File: src/rtl/seq_shift_rotate_unit.sv
// Multi-cycle shift/rotate unit: captures an operand on start and shifts it up to STEP bits per clock.
// Supports SHR, SHRA, SHL, ROR and ROL; returns the result with a one-cycle done pulse.
module seq_shift_rotate_unit #(
    parameter int WIDTH = 32,
    parameter int AMT_W = 5,
    parameter int STEP  = 1
) (
    input  logic             clk,
    input  logic             Clear,
    input  logic             start,
    input  logic [2:0]       op,
    input  logic [WIDTH-1:0] a,
    input  logic [AMT_W-1:0] amt,
    output logic             busy,
    output logic             done,
    output logic [WIDTH-1:0] result,
    output logic             carry_out
);

    typedef enum logic [1:0] {
        IDLE,
        BUSY,
        DONE
    } state_t;

    localparam logic [2:0]       OP_SHR   = 3'd0;
    localparam logic [2:0]       OP_SHRA  = 3'd1;
    localparam logic [2:0]       OP_SHL   = 3'd2;
    localparam logic [2:0]       OP_ROR   = 3'd3;
    localparam logic [2:0]       OP_ROL   = 3'd4;
    localparam logic [AMT_W-1:0] STEP_AMT = AMT_W'(STEP);

    state_t           state_q, state_d;
    logic [WIDTH-1:0] work_q, work_d;
    logic [2:0]       op_q, op_d;
    logic [AMT_W-1:0] rem_q, rem_d;
    logic             carry_q, carry_d;

    logic [AMT_W-1:0] step_amt;
    logic [AMT_W-1:0] wrap_amt;

    // wrap_amt is WIDTH - step_amt, relying on AMT_W-bit arithmetic wrapping modulo WIDTH.
    always_comb begin
        step_amt = (rem_q < STEP_AMT) ? rem_q : STEP_AMT;
        wrap_amt = '0 - step_amt;
    end

    always_comb begin
        state_d = state_q;
        work_d  = work_q;
        op_d    = op_q;
        rem_d   = rem_q;
        carry_d = carry_q;

        case (state_q)
            IDLE, DONE: begin
                state_d = IDLE;
                if (start) begin
                    work_d  = a;
                    op_d    = op;
                    rem_d   = amt;
                    carry_d = 1'b0;
                    if (amt == '0 || op > OP_ROL) begin
                        state_d = DONE;
                    end else begin
                        state_d = BUSY;
                    end
                end
            end

            BUSY: begin
                rem_d = rem_q - step_amt;
                // Right-moving ops lose bit step_amt-1 last; left-moving ops lose bit WIDTH-step_amt last.
                case (op_q)
                    OP_SHR: begin
                        work_d  = work_q >> step_amt;
                        carry_d = work_q[step_amt - AMT_W'(1)];
                    end
                    OP_SHRA: begin
                        work_d  = $unsigned($signed(work_q) >>> step_amt);
                        carry_d = work_q[step_amt - AMT_W'(1)];
                    end
                    OP_SHL: begin
                        work_d  = work_q << step_amt;
                        carry_d = work_q[wrap_amt];
                    end
                    OP_ROR: begin
                        work_d  = (work_q >> step_amt) | (work_q << wrap_amt);
                        carry_d = work_q[step_amt - AMT_W'(1)];
                    end
                    OP_ROL: begin
                        work_d  = (work_q << step_amt) | (work_q >> wrap_amt);
                        carry_d = work_q[wrap_amt];
                    end
                    default: begin
                        rem_d = '0;
                    end
                endcase
                if (rem_d == '0) begin
                    state_d = DONE;
                end
            end

            default: begin
                state_d = IDLE;
            end
        endcase
    end

    always_ff @(posedge clk or posedge Clear) begin
        if (Clear) begin
            state_q <= IDLE;
            work_q  <= '0;
            op_q    <= '0;
            rem_q   <= '0;
            carry_q <= 1'b0;
        end else begin
            state_q <= state_d;
            work_q  <= work_d;
            op_q    <= op_d;
            rem_q   <= rem_d;
            carry_q <= carry_d;
        end
    end

    assign busy      = (state_q == BUSY);
    assign done      = (state_q == DONE);
    assign result    = work_q;
    assign carry_out = carry_q;

endmodule

File: config.mk
export PLATFORM = sky130hd
export DESIGN_NAME = seq_shift_rotate_unit
export DESIGN_NICKNAME = d
export VERILOG_FILES = /design/src/rtl/seq_shift_rotate_unit.sv
export SDC_FILE = /design/constraint.sdc
export NUM_CORES = 1
export LEC_CHECK = 0
export CAP_MARGIN = 20
export CORE_MARGIN = 2
export CORE_UTILIZATION = 30
export DETAILED_ROUTE_END_ITERATION = 10
export PLACE_DENSITY = 0.62
export SLEW_MARGIN = 20
export SYNTH_ARGS = -nofsm -noshare
export SYNTH_HDL_FRONTEND = slang
export SYNTH_SLANG_ARGS = --single-unit
export TNS_END_PERCENT = 1
File: constraint.sdc
create_clock -name clk -period 5 [get_ports clk]
set_input_delay 1.5 -clock clk [delete_from_list [all_inputs] [get_ports clk]]
set_output_delay 1.5 -clock clk [all_outputs]
set_load 0.01 [all_outputs]
---- Word level (Yosys, flattened, before mapping) ----
Index checks and enable logic that the tools add are counted.
storage, ports and cells
  logic and storage cells ................. 62
  register bits after elaboration ......... 43
  output and inout port bits .............. 35
  input bits .............................. 43
cells by class
  add/sub/neg operators ................... 3
  equality and inequality tests ........... 10
  $lt $le $gt $ge ......................... 4
  reductions and logical operators ........ 14
  muxes and demuxes ....................... 19
  shift operators ......................... 5
  bitwise operators ....................... 2
operators with widths
  kind                   count
  $pmux W32 S5           1
  $or A32 B32 Y32        2
  $pmux W32 S2           1
  $shl A32 B5 Y32        2
  $shr A32 B5 Y32        2
  $mux W32               1
  $sshr A32 B5 Y32       1
  $mux W5                4
  $lt A5 B6 Y1 const B   2
  $bmux W1 S5            2
  $logic_not A5 Y1       2
  $pmux W5 S2            1
  $eq A3 B2 Y1 const B   2
  $mux W2                3
  $ne A6 B1 Y1 const B   1
  $reduce_and A3 Y1      2
  $lt A5 B1 Y1 const B   1
  $reduce_or A5 Y1       1
  $sub A1 B5 Y5 const A  1
  $sub A5 B1 Y5 const B  1
  $sub A5 B5 Y5          1
  $pmux W1 S2            2
  $pmux W2 S2            1
  $reduce_and A2 Y1      2
  other kinds (15)       18

---- Logic depth before layout (Yosys ltp) ----
Gate-level depths: netlist of run 1.
  depth in word-level cells ............... 8
  depth in mapped cells ................... 15
  mapped depth without buffers ............ 10

---- Least setup slack after synthesis of run 1 ----
No wires, ideal clock.
  kind .................................... register to register
  start ................................... register rem_q[4]
  end ..................................... register work_q[15], in the netlist result[15]
  cell stages (with the launch flop) ...... 14
  data arrival time ....................... 2.799 ns
  setup slack ............................. 2.105 ns
  cells stage by stage .................... dfrtp_1 nor4_4 nand2b_4 inv_6 buf_12 buf_8 buf_4 ha_1 buf_2 buf_1 clkbuf_1 nand4_1 a221o_1 o31ai_1
on the way
  word-level cells in the longest chain between the ends .. 7
  elaborated cells on any way between the ends .. 12
  classes of those cells .................. 1 x add/sub; 1 x order compare; 5 x shift; 3 x mux; 2 x bitwise
RTL lines
  element                                                    line    RTL
  from (decl)                                                36      logic [AMT_W-1:0] rem_q, rem_d;
  from (signal assigned)                                     121     rem_q <= rem_d;
  $lt A5 B1 Y1                                               44      step_amt = (rem_q < STEP_AMT) ? rem_q : STEP_AMT;
  $mux W5 (*)                                                44
  $sub A1 B5 Y5                                              45      wrap_amt = '0 - step_amt;
  $shr A32 B5 Y32 / $shl A32 B5 Y32 (equally long branches)  92, 88
  $or A32 B32 Y32, on equally long branches                  92, 88
  $pmux W32 S5 (*)                                           74      case (op_q)
  $pmux W32 S2 (*)                                           55      case (state_q)
  to (signal assigned)                                       119     work_q <= work_d;
  to (decl)                                                  34      logic [WIDTH-1:0] work_q, work_d;
Every way passes the cells marked *; elsewhere a longest branch is shown, timed or not.
A chain may end at the register's enable or synchronous reset.

---- Final worst setup path of run 1 ----
  start ................................... register rem_q[4]
  end ..................................... register work_q[3], in the netlist result[3]
The elaborated chain is that of the path after synthesis.

==> results of run 1 <==
## cells by family after synthesis
| group | Yosys count | synth area share |
|---|---|---|
| XOR/XNOR | 3 | 0.00574 |
| adder cells (fa/ha/maj) | 3 | 0.00819 |
| AO/OA/AOI/OAI | 225 | 0.326 |
| multiplexers | 34 | 0.0948 |
| AND/OR/NAND/NOR | 230 | 0.233 |
| other | 1 | 0.000818 |
| flip-flops | 43 | 0.235 |
| buffers and inverters | 89 | 0.0964 |
## cell usage after synthesis, types with 5 or more instances
library cell | instances | share of area
nand2_1 | 84 | 0.069
nor2_1 | 60 | 0.049
o21ai_0 | 50 | 0.055
a21oi_1 | 46 | 0.050
dfrtp_1 | 43 | 0.23
clkbuf_1 | 42 | 0.034
a211oi_1 | 24 | 0.039
nor3_1 | 24 | 0.026
mux2i_1 | 22 | 0.048
a31oi_1 | 21 | 0.029
buf_2 | 18 | 0.020
nand3_1 | 18 | 0.020
a22oi_1 | 13 | 0.021
o22ai_1 | 10 | 0.014
or3_1 | 10 | 0.014
inv_1 | 9 | 0.0074
mux4_2 | 7 | 0.034
o211ai_1 | 7 | 0.011
nor2b_1 | 6 | 0.0082
a311oi_1 | 5 | 0.0096
buf_1 | 5 | 0.0041
buf_6 | 5 | 0.012
mux2_2 | 5 | 0.012
nand2b_1 | 5 | 0.0068
## final timing paths
check	start	endpoint	slack, ns	cells after the start
hold reg to reg	carry_out	carry_out	0.56	2
setup / recovery	rem_q[4]	result[3]	1.44	9
setup reg to reg	rem_q[4]	result[3]	1.44	9
min in group asynchronous	Clear	state_q[0]	1.67	2
max in group asynchronous	Clear	result[23]	2.84	2
hold / removal	carry_out	carry_out	0.56	2
## worst register-to-register path, stage by stage, from the launching register on
cell	delay (ns)
dfrtp_1	0.46
nor4_4	0.40
nand2b_4	0.11
inv_6	0.33
ha_1	0.74
and3_1	0.51
a221oi_1	0.34
nor2_1	0.07
a211oi_1	0.37
nor3_1	0.11
## state kept, by name, indices dropped and copies added (netlist names)
signal     flops
carry_out      1
op_q           3
rem_q          5
result        32
state_q        2
## per-stage QoR
stage	std cells	hold WS [ns]
finish	837	0.560
global route	837	0.589
CTS	836	0.569
detailed placement	828	0.544
global placement	828	0.565
floorplan	628	0.553
## routing by layer
metal,global-route usage,part of all wire
met1,0.309,0.41
met2,0.348,0.46
met3,0.0406,0.094
met4,0.105,0.036
met5,0,0
## cell type report
| cell class | count | area, µm² | share of cell area |
|---|---|---|---|
| clock buffer | 7 | 133 | 0.0244 |
| clock inverter | 1 | 5.00 | 0.000921 |
| inverter | 13 | 55.1 | 0.0101 |
| multi-input combinational | 496 | 3060 | 0.564 |
| sequential | 43 | 1080 | 0.198 |
| tap | 188 | 235 | 0.0433 |
| timing repair buffer | 89 | 868 | 0.160 |
## power breakdown
part | total, mW | leakage [nW] | switching [mW] | internal (mW)
registers | 1.08 | 0.500 | 0.566 | 0.518
clock network | 0.336 | 0.0679 | 0.150 | 0.185
logic | 2.78 | 1.43 | 1.60 | 1.18
total | 4.20 | 2.00 | 2.32 | 1.88
==> impl_metrics.env, run 1 <==
export IMPL_status="complete, no violations"
export IMPL_drc=0
export IMPL_clock_sinks=43
export IMPL_max_slew_margin=0.276
export IMPL_fillCellCount=1574
export IMPL_power_density_nw_per_um2=772
export IMPL_ys_ff_latch=43
export IMPL_num_vias=5421
export IMPL_die_w_um=128
export IMPL_core_area_um2=15100
export IMPL_via_per_inst=6.48
export IMPL_synth_cells=628
export IMPL_critPathBufInv=1
export IMPL_synth_edf_count=0
export IMPL_fmax_mhz=281
export IMPL_setup_slack_ns=1.44
export IMPL_vdd_ir_drop_worst_uv=373
export IMPL_cts_setup_buffers=0
export IMPL_rsz0062_at_grt="no"
export IMPL_finalCoreUtilization=0.360
export IMPL_period_minus_slack_ns=3.56
export IMPL_crit_slowest_cell="ha_1"
export IMPL_clock_path_buffers=2
export IMPL_synth_flop_cell="dfrtp_1"
export IMPL_crit_type="flop to flop"
export IMPL_cp_start_kind="flop"
export IMPL_grt_overflow=0
export IMPL_cts_root_buf="clkbuf_16"
export IMPL_drive_gt1_frac=0.0693
export IMPL_gp_congestion=0.917
export IMPL_nNetsFinal=694
export IMPL_hold_violations=0
export IMPL_drv_slew=0
export IMPL_antenna_found_initial=0
export IMPL_syn2layout_area_growth_pct=18.7
export IMPL_cp_arrival_ns=3.73
export IMPL_tightestPinTransition_ns=1.09
export IMPL_slowest_delay_ns=0.71
export IMPL_path_delay_family="simple AND/OR/NAND/NOR gates"
export IMPL_drtPass1Iterations=6
export IMPL_cts_repair_resized=0
export IMPL_synth_area_um2=4580
export IMPL_drt_iter0_markers=818
export IMPL_crit_path_max_fanout=49
export IMPL_cap_violations=0
export IMPL_cts_tree="built"
export IMPL_skew_ns=0.00333
export IMPL_numCtsBuffers=5
export IMPL_yosysSeqAreaShare=0.235
export IMPL_p_leak_nw=2.00
export IMPL_yosysWarningCount=0
export IMPL_fp_dieH_um=128
export IMPL_floorplan_initialDensity=0.304
export IMPL_pre_cts_ws_ns=1.22
export IMPL_setup_viol=0
export IMPL_synthDistinctLibCells=72
export IMPL_final_common_cell="nand2_1"
export IMPL_grt_pass1_wl_um=29100
export IMPL_dieArea_um2=16300
export IMPL_design_area_um2=5440
export IMPL_crit_path_cell_trace="nor4_4 > nand2b_4 > inv_6 > ha_1 > and3_1 > a221oi_1 > nor2_1 > a211oi_1 > nor3_1"
export IMPL_synth_async_reset_ratio=1.00
export IMPL_ctsHtreeMaxLevel=2
export IMPL_antenna_cells=0
export IMPL_power_mw=4.20
export IMPL_finalSetupTns_ns=0
export IMPL_wl_per_cell_um=22.2
export IMPL_placed_area_um2=5280
export IMPL_grt_start_max_net_pins=84
export IMPL_crit_required_ns=5.16
export IMPL_grt_pass1_vias=5144
export IMPL_dp_hpwl_um=12300
export IMPL_grt_util_all_layers=0.226
export IMPL_ant_nets=0
export IMPL_hold_path_class="flop to flop"
export IMPL_clkTransAtPathRegs_ns=0.07
export IMPL_row_count=45
export IMPL_final_cell_mix="84 x nand2_1, 77 x clkdlybuf4s50_1, 60 x nor2_1"
export IMPL_clock_latency_ns=0.29
export IMPL_period_share=0.713
export IMPL_wl_um=18600
export IMPL_ctsHoldBuffers=0
export IMPL_syn_nets=674
export IMPL_worstSetupEndpointType="flop"
export IMPL_ios=78
export IMPL_port_buffers=77
export IMPL_avgSynthCellArea_um2=7.30
(Power assumes the default switching activity.)
==> inputs of run 2 (changes only) <==
- PLACE_DENSITY: 0.62 -> 0.64
- clock period: 5 -> 2.89 ns (I/O delays scaled with it)
==> impl_metrics.env, run 2 (synthesized netlist as in run 1, its figures left out) <==
export IMPL_clock_path_buffers=2
export IMPL_cts_root_buf="clkbuf_16"
export IMPL_status="complete, no violations"
export IMPL_wl_met3_um=1450
export IMPL_max_slew_margin=0.538
export IMPL_drtPass1Iterations=6
export IMPL_endpoint="result[7]"
export IMPL_gp_congestion=0.993
export IMPL_period_share=0.944
export IMPL_tightestPinTransition_ns=0.693
export IMPL_nNetsFinal=720
export IMPL_wl_per_cell_um=21.2
export IMPL_syn2layout_area_growth_pct=24.1
export IMPL_ant_nets=0
export IMPL_hold_path_class="flop to flop"
export IMPL_cts_tree="built"
export IMPL_top_layer="met4"
export IMPL_port_buffers=77
export IMPL_dieArea_um2=16300
export IMPL_ios=78
export IMPL_multi_input_area_um2=3060
export IMPL_fillCellCount=1565
export IMPL_grt_util_all_layers=0.223
export IMPL_rr_worst_depth=8
export IMPL_grt_start_max_net_pins=84
export IMPL_dp_hpwl_um=12900
export IMPL_via_per_inst=6.19
export IMPL_ctsHtreeMaxLevel=2
export IMPL_final_common_cell="nand2_1"
export IMPL_crit_path_max_fanout=11
export IMPL_vdd_ir_drop_worst_uv=463
export IMPL_die_w_um=128
export IMPL_ctsHoldBuffers=0
export IMPL_row_count=45
export IMPL_drt_iter0_markers=624
export IMPL_cp_start_kind="flop"
export IMPL_largest_register_ffs=32
export IMPL_numCtsBuffers=5
export IMPL_hold_ws_ns=0.604
export IMPL_cp_arrival_ns=2.91
export IMPL_grt_pass1_wl_um=28800
export IMPL_cts_repair_resized=0
export IMPL_fp_dieH_um=128
export IMPL_grt_overflow=0
export IMPL_wl_met2_um=8350
export IMPL_power_density_nw_per_um2=1310
export IMPL_crit_start="rem_q[4]"
export IMPL_met1Wirelength_um=7770
export IMPL_crit_type="flop to flop"
export IMPL_reg2reg_from="rem_q[4]"
export IMPL_finalSetupTns_ns=0
export IMPL_period_minus_slack_ns=2.73
export IMPL_final_seq_area_um2=1080
export IMPL_placed_area_um2=5550
export IMPL_design_area_um2=5690
export IMPL_setup_viol=0
export IMPL_grt_pass1_vias=5066
export IMPL_antenna_cells=0
export IMPL_reg2reg_to="result[7]"
export IMPL_drive_gt1_frac=0.105
export IMPL_skew_ns=0.00451
export IMPL_antenna_found_initial=0
export IMPL_fmax_mhz=367
export IMPL_drc=0
export IMPL_rrSetupSlack_ns=0.16
export IMPL_wl_um=18300
export IMPL_core_area_um2=15100
export IMPL_hold_violations=0
export IMPL_slowest_delay_ns=0.47
export IMPL_clock_sinks=43
export IMPL_rsz0062_at_grt="no"
export IMPL_p_leak_nw=2.15
export IMPL_crit_required_ns=3.07
export IMPL_crit_path_cell_trace="nor4_4 > nand2b_4 > inv_6 > ha_1 > buf_4 > and2_1 > a21oi_1 > o311ai_0"
export IMPL_clkTransAtPathRegs_ns=0.06
export IMPL_clock_latency_ns=0.30
export IMPL_final_cell_mix="84 x nand2_1, 77 x clkdlybuf4s50_1, 60 x nor2_1"
export IMPL_drv_slew=0
export IMPL_worstSetupEndpointType="flop"
export IMPL_power_mw=7.47
export IMPL_num_vias=5343
export IMPL_crit_slowest_cell="and2_1"
export IMPL_cap_violations=0
export IMPL_cts_setup_buffers=0
export IMPL_floorplan_initialDensity=0.304
[run 2: cell types whose count changed in the layout (fill, tap and decap cells not counted), sizes merged]
cell    delta
buf       +26
inv        +1
clkinv     -1
[run 2: layer usage]
layer	vias to the layer above	global-route usage
met5	-	0
met4	0	0.0995
met2	302	0.351
met1	2559	0.302
met3	59	0.0339
li1	2423	-
[run 2: power by group]
part	total, mW	leakage, nW	switching (mW)	internal (mW)
Combinational	5.18	1.59	2.93	2.25
Clock	0.571	0.0679	0.251	0.320
Sequential	1.71	0.500	0.810	0.900
Total	7.47	2.15	3.99	3.47
[run 2: worst min-delay path by stage]
| stage | start | end | slack, ns | cells past startpoint |
|---|---|---|---|---|
| floorplan | rem_q[0] | rem_q[0] | 0.55 | 2 |
| global placement | carry_out | carry_out | 0.60 | 2 |
| detailed placement | carry_out | carry_out | 0.58 | 2 |
| CTS | carry_out | carry_out | 0.60 | 2 |
| global route | carry_out | carry_out | 0.61 | 2 |
| finish | carry_out | carry_out | 0.60 | 2 |
[run 2: area by class of cell]
class                   count  share of cell area
repair buffers            115               0.197
flip-flops and latches     43               0.189
inverters                  13             0.00946
well taps                 188              0.0414
clock buffers               7              0.0233
multi-input cells         496               0.539
clock inverters             1            0.000880
[run 2: stage by stage]
stage | std cells | setup WS (ns) | util
after floorplan | 628 | 0.0352 | -
after global placement | 855 | 0.277 | 0.368
after detailed placement | 855 | 0.196 | 0.368
after CTS | 863 | 0.177 | 0.377
after global routing | 863 | 0.00907 | 0.377
final | 863 | 0.162 | 0.377
[run 2: critical path, delay by kind of cell (launching register included)]
| family | cells | cell delay (ns) |
|---|---|---|
| buffers and inverters | 2 | 0.29 |
| flip-flops | 1 | 0.45 |
| AND/OR/NAND/NOR | 3 | 0.99 |
| adder cells (fa/ha/maj) | 1 | 0.41 |
| AO/OA/AOI/OAI | 2 | 0.47 |
==> inputs of run 3 (changes only) <==
- ABC_CLOCK_PERIOD_IN_PS: default -> 2890
- CORE_ASPECT_RATIO: default -> 0.9
- CTS_CLUSTER_DIAMETER: default -> 30
==> impl_metrics.env, run 3 (synthesized netlist as in run 1, its figures left out) <==
export IMPL_status="complete, no violations"
export IMPL_antenna_found_initial=0
export IMPL_grt_pass1_wl_um=29800
export IMPL_crit_type="flop to flop"
export IMPL_grt_util_all_layers=0.235
export IMPL_largest_register_ffs=32
export IMPL_crit_path_cell_trace="nor4_4 > nand2b_4 > inv_6 > ha_1 > buf_4 > and2_1 > a21oi_1 > o311ai_0"
export IMPL_finalCoreUtilization=0.381
export IMPL_final_common_cell="nand2_1"
export IMPL_cts_repair_resized=0
export IMPL_fmax_mhz=379
export IMPL_hold_path_class="flop to flop"
export IMPL_power_density_nw_per_um2=1330
export IMPL_antenna_cells=0
export IMPL_switching_share=0.538
export IMPL_nNetsFinal=716
export IMPL_place_inst=861
export IMPL_gp_congestion=0.978
export IMPL_clkTransAtPathRegs_ns=0.07
export IMPL_rrSetupSlack_ns=0.25
export IMPL_slowest_delay_ns=0.49
export IMPL_max_slew_margin=0.469
export IMPL_row_count=42
export IMPL_cp_arrival_ns=2.82
export IMPL_floorplan_initialDensity=0.309
export IMPL_clock_path_buffers=2
export IMPL_numCtsBuffers=5
export IMPL_hold_violations=0
export IMPL_grt_pass1_vias=4978
export IMPL_final_cell_mix="84 x nand2_1, 77 x clkdlybuf4s50_1, 60 x nor2_1"
export IMPL_dp_hpwl_um=13400
export IMPL_power_mw=7.53
export IMPL_cts_root_buf="clkbuf_16"
export IMPL_dieArea_um2=16300
export IMPL_cts_tree="built"
export IMPL_skew_ns=0.00544
export IMPL_placed_area_um2=5480
export IMPL_tightestPinTransition_ns=0.791
export IMPL_ant_nets=0
export IMPL_ctsHoldBuffers=0
export IMPL_port_buffers=77
export IMPL_grt_overflow=0
export IMPL_setup_slack_ns=0.254
export IMPL_num_vias=5353
export IMPL_drv_slew=0
export IMPL_cts_setup_buffers=0
export IMPL_ios=78
export IMPL_p_switching_mw=4.05
export IMPL_drtPass1Iterations=5
export IMPL_p_int_mw=3.48
export IMPL_wl_per_cell_um=21.7
export IMPL_worstSetupEndpointType="flop"
export IMPL_crit_required_ns=3.07
export IMPL_syn2layout_area_growth_pct=23.3
export IMPL_crit_path_max_fanout=17
export IMPL_crit_slowest_cell="and2_1"
export IMPL_layout_cells_non_filler=869
export IMPL_die_w_um=134
export IMPL_design_area_um2=5650
export IMPL_p_leak_nw=2.13
export IMPL_period_minus_slack_ns=2.64
export IMPL_vdd_ir_drop_worst_uv=576
export IMPL_clock_sinks=43
export IMPL_combPwrFrac=0.682
export IMPL_drive_gt1_frac=0.103
export IMPL_period_share=0.912
export IMPL_ctsHtreeMaxLevel=2
export IMPL_hold_ws_ns=0.581
export IMPL_clock_latency_ns=0.30
export IMPL_pre_cts_ws_ns=0.334
export IMPL_wl_um=18900
export IMPL_drc=0
export IMPL_grt_start_max_net_pins=53
export IMPL_setup_viol=0
export IMPL_pwr_share_clk=0.091
export IMPL_via_per_inst=6.16
export IMPL_drt_iter0_markers=764
export IMPL_finalSetupTns_ns=0
export IMPL_cap_violations=0
export IMPL_cp_start_kind="flop"
export IMPL_rsz0062_at_grt="no"
export IMPL_seq_power_share=0.226
export IMPL_fillCellCount=1575
export IMPL_fp_dieH_um=121
export IMPL_core_area_um2=14800
run 3: cell types whose count changed in the layout (fill, tap and decap cells not counted), sizes merged:
| cell | previous run | this run |
|---|---|---|
| bufinv | 0 | 1 |
| clkinv | 3 | 4 |
| buf | 38 | 34 |
| clkbuf | 7 | 5 |
run 3: final timing paths:
check | startpoint | end | cells past startpoint
max | rem_q[1] | result[7] | 8
min | carry_out | carry_out | 2
max reg2reg | rem_q[1] | result[7] | 8
min reg2reg | carry_out | carry_out | 2
max in group asynchronous | Clear | result[12] | 3
min in group asynchronous | Clear | result[8] | 2
run 3: final cells by class:
cell class | instances | area [µm²] | area share
clock buffers | 5 | 125 | 0.0221
clock inverters | 3 | 43.8 | 0.00775
inverters | 13 | 53.8 | 0.00952
multi-input cells | 496 | 3060 | 0.542
flip-flops and latches | 43 | 1080 | 0.190
well taps | 198 | 248 | 0.0439
repair buffers | 111 | 1040 | 0.184
run 3: routing by layer:
| metal | vias to the layer above | global-route usage | routed length [µm] |
|---|---|---|---|
| li1 | 2418 | - | - |
| met1 | 2551 | 0.351 | 8400 |
| met2 | 340 | 0.335 | 8050 |
| met3 | 44 | 0.0430 | 1870 |
| met4 | 0 | 0.0829 | 539 |
| met5 | - | 0 | 0 |
run 3: critical path, delay by kind of cell, from the launching register on:
kind | cells | cell delay [ns]
flip-flops | 1 | 0.46
AND/OR/NAND/NOR | 3 | 0.99
buffers and inverters | 2 | 0.33
AO/OA/AOI/OAI | 2 | 0.48
adder cells (fa/ha/maj) | 1 | 0.26
run 3: power by group through the flow:
stage               combinational, mW  sequential [mW]  clock (mW)
floorplan                        3.63             1.29           0
global placement                 5.02             1.68           0
detailed placement               5.04             1.67           0
CTS                              5.07             1.66       0.701
global route                     5.60             1.74       0.720
finish                           5.13             1.70       0.688
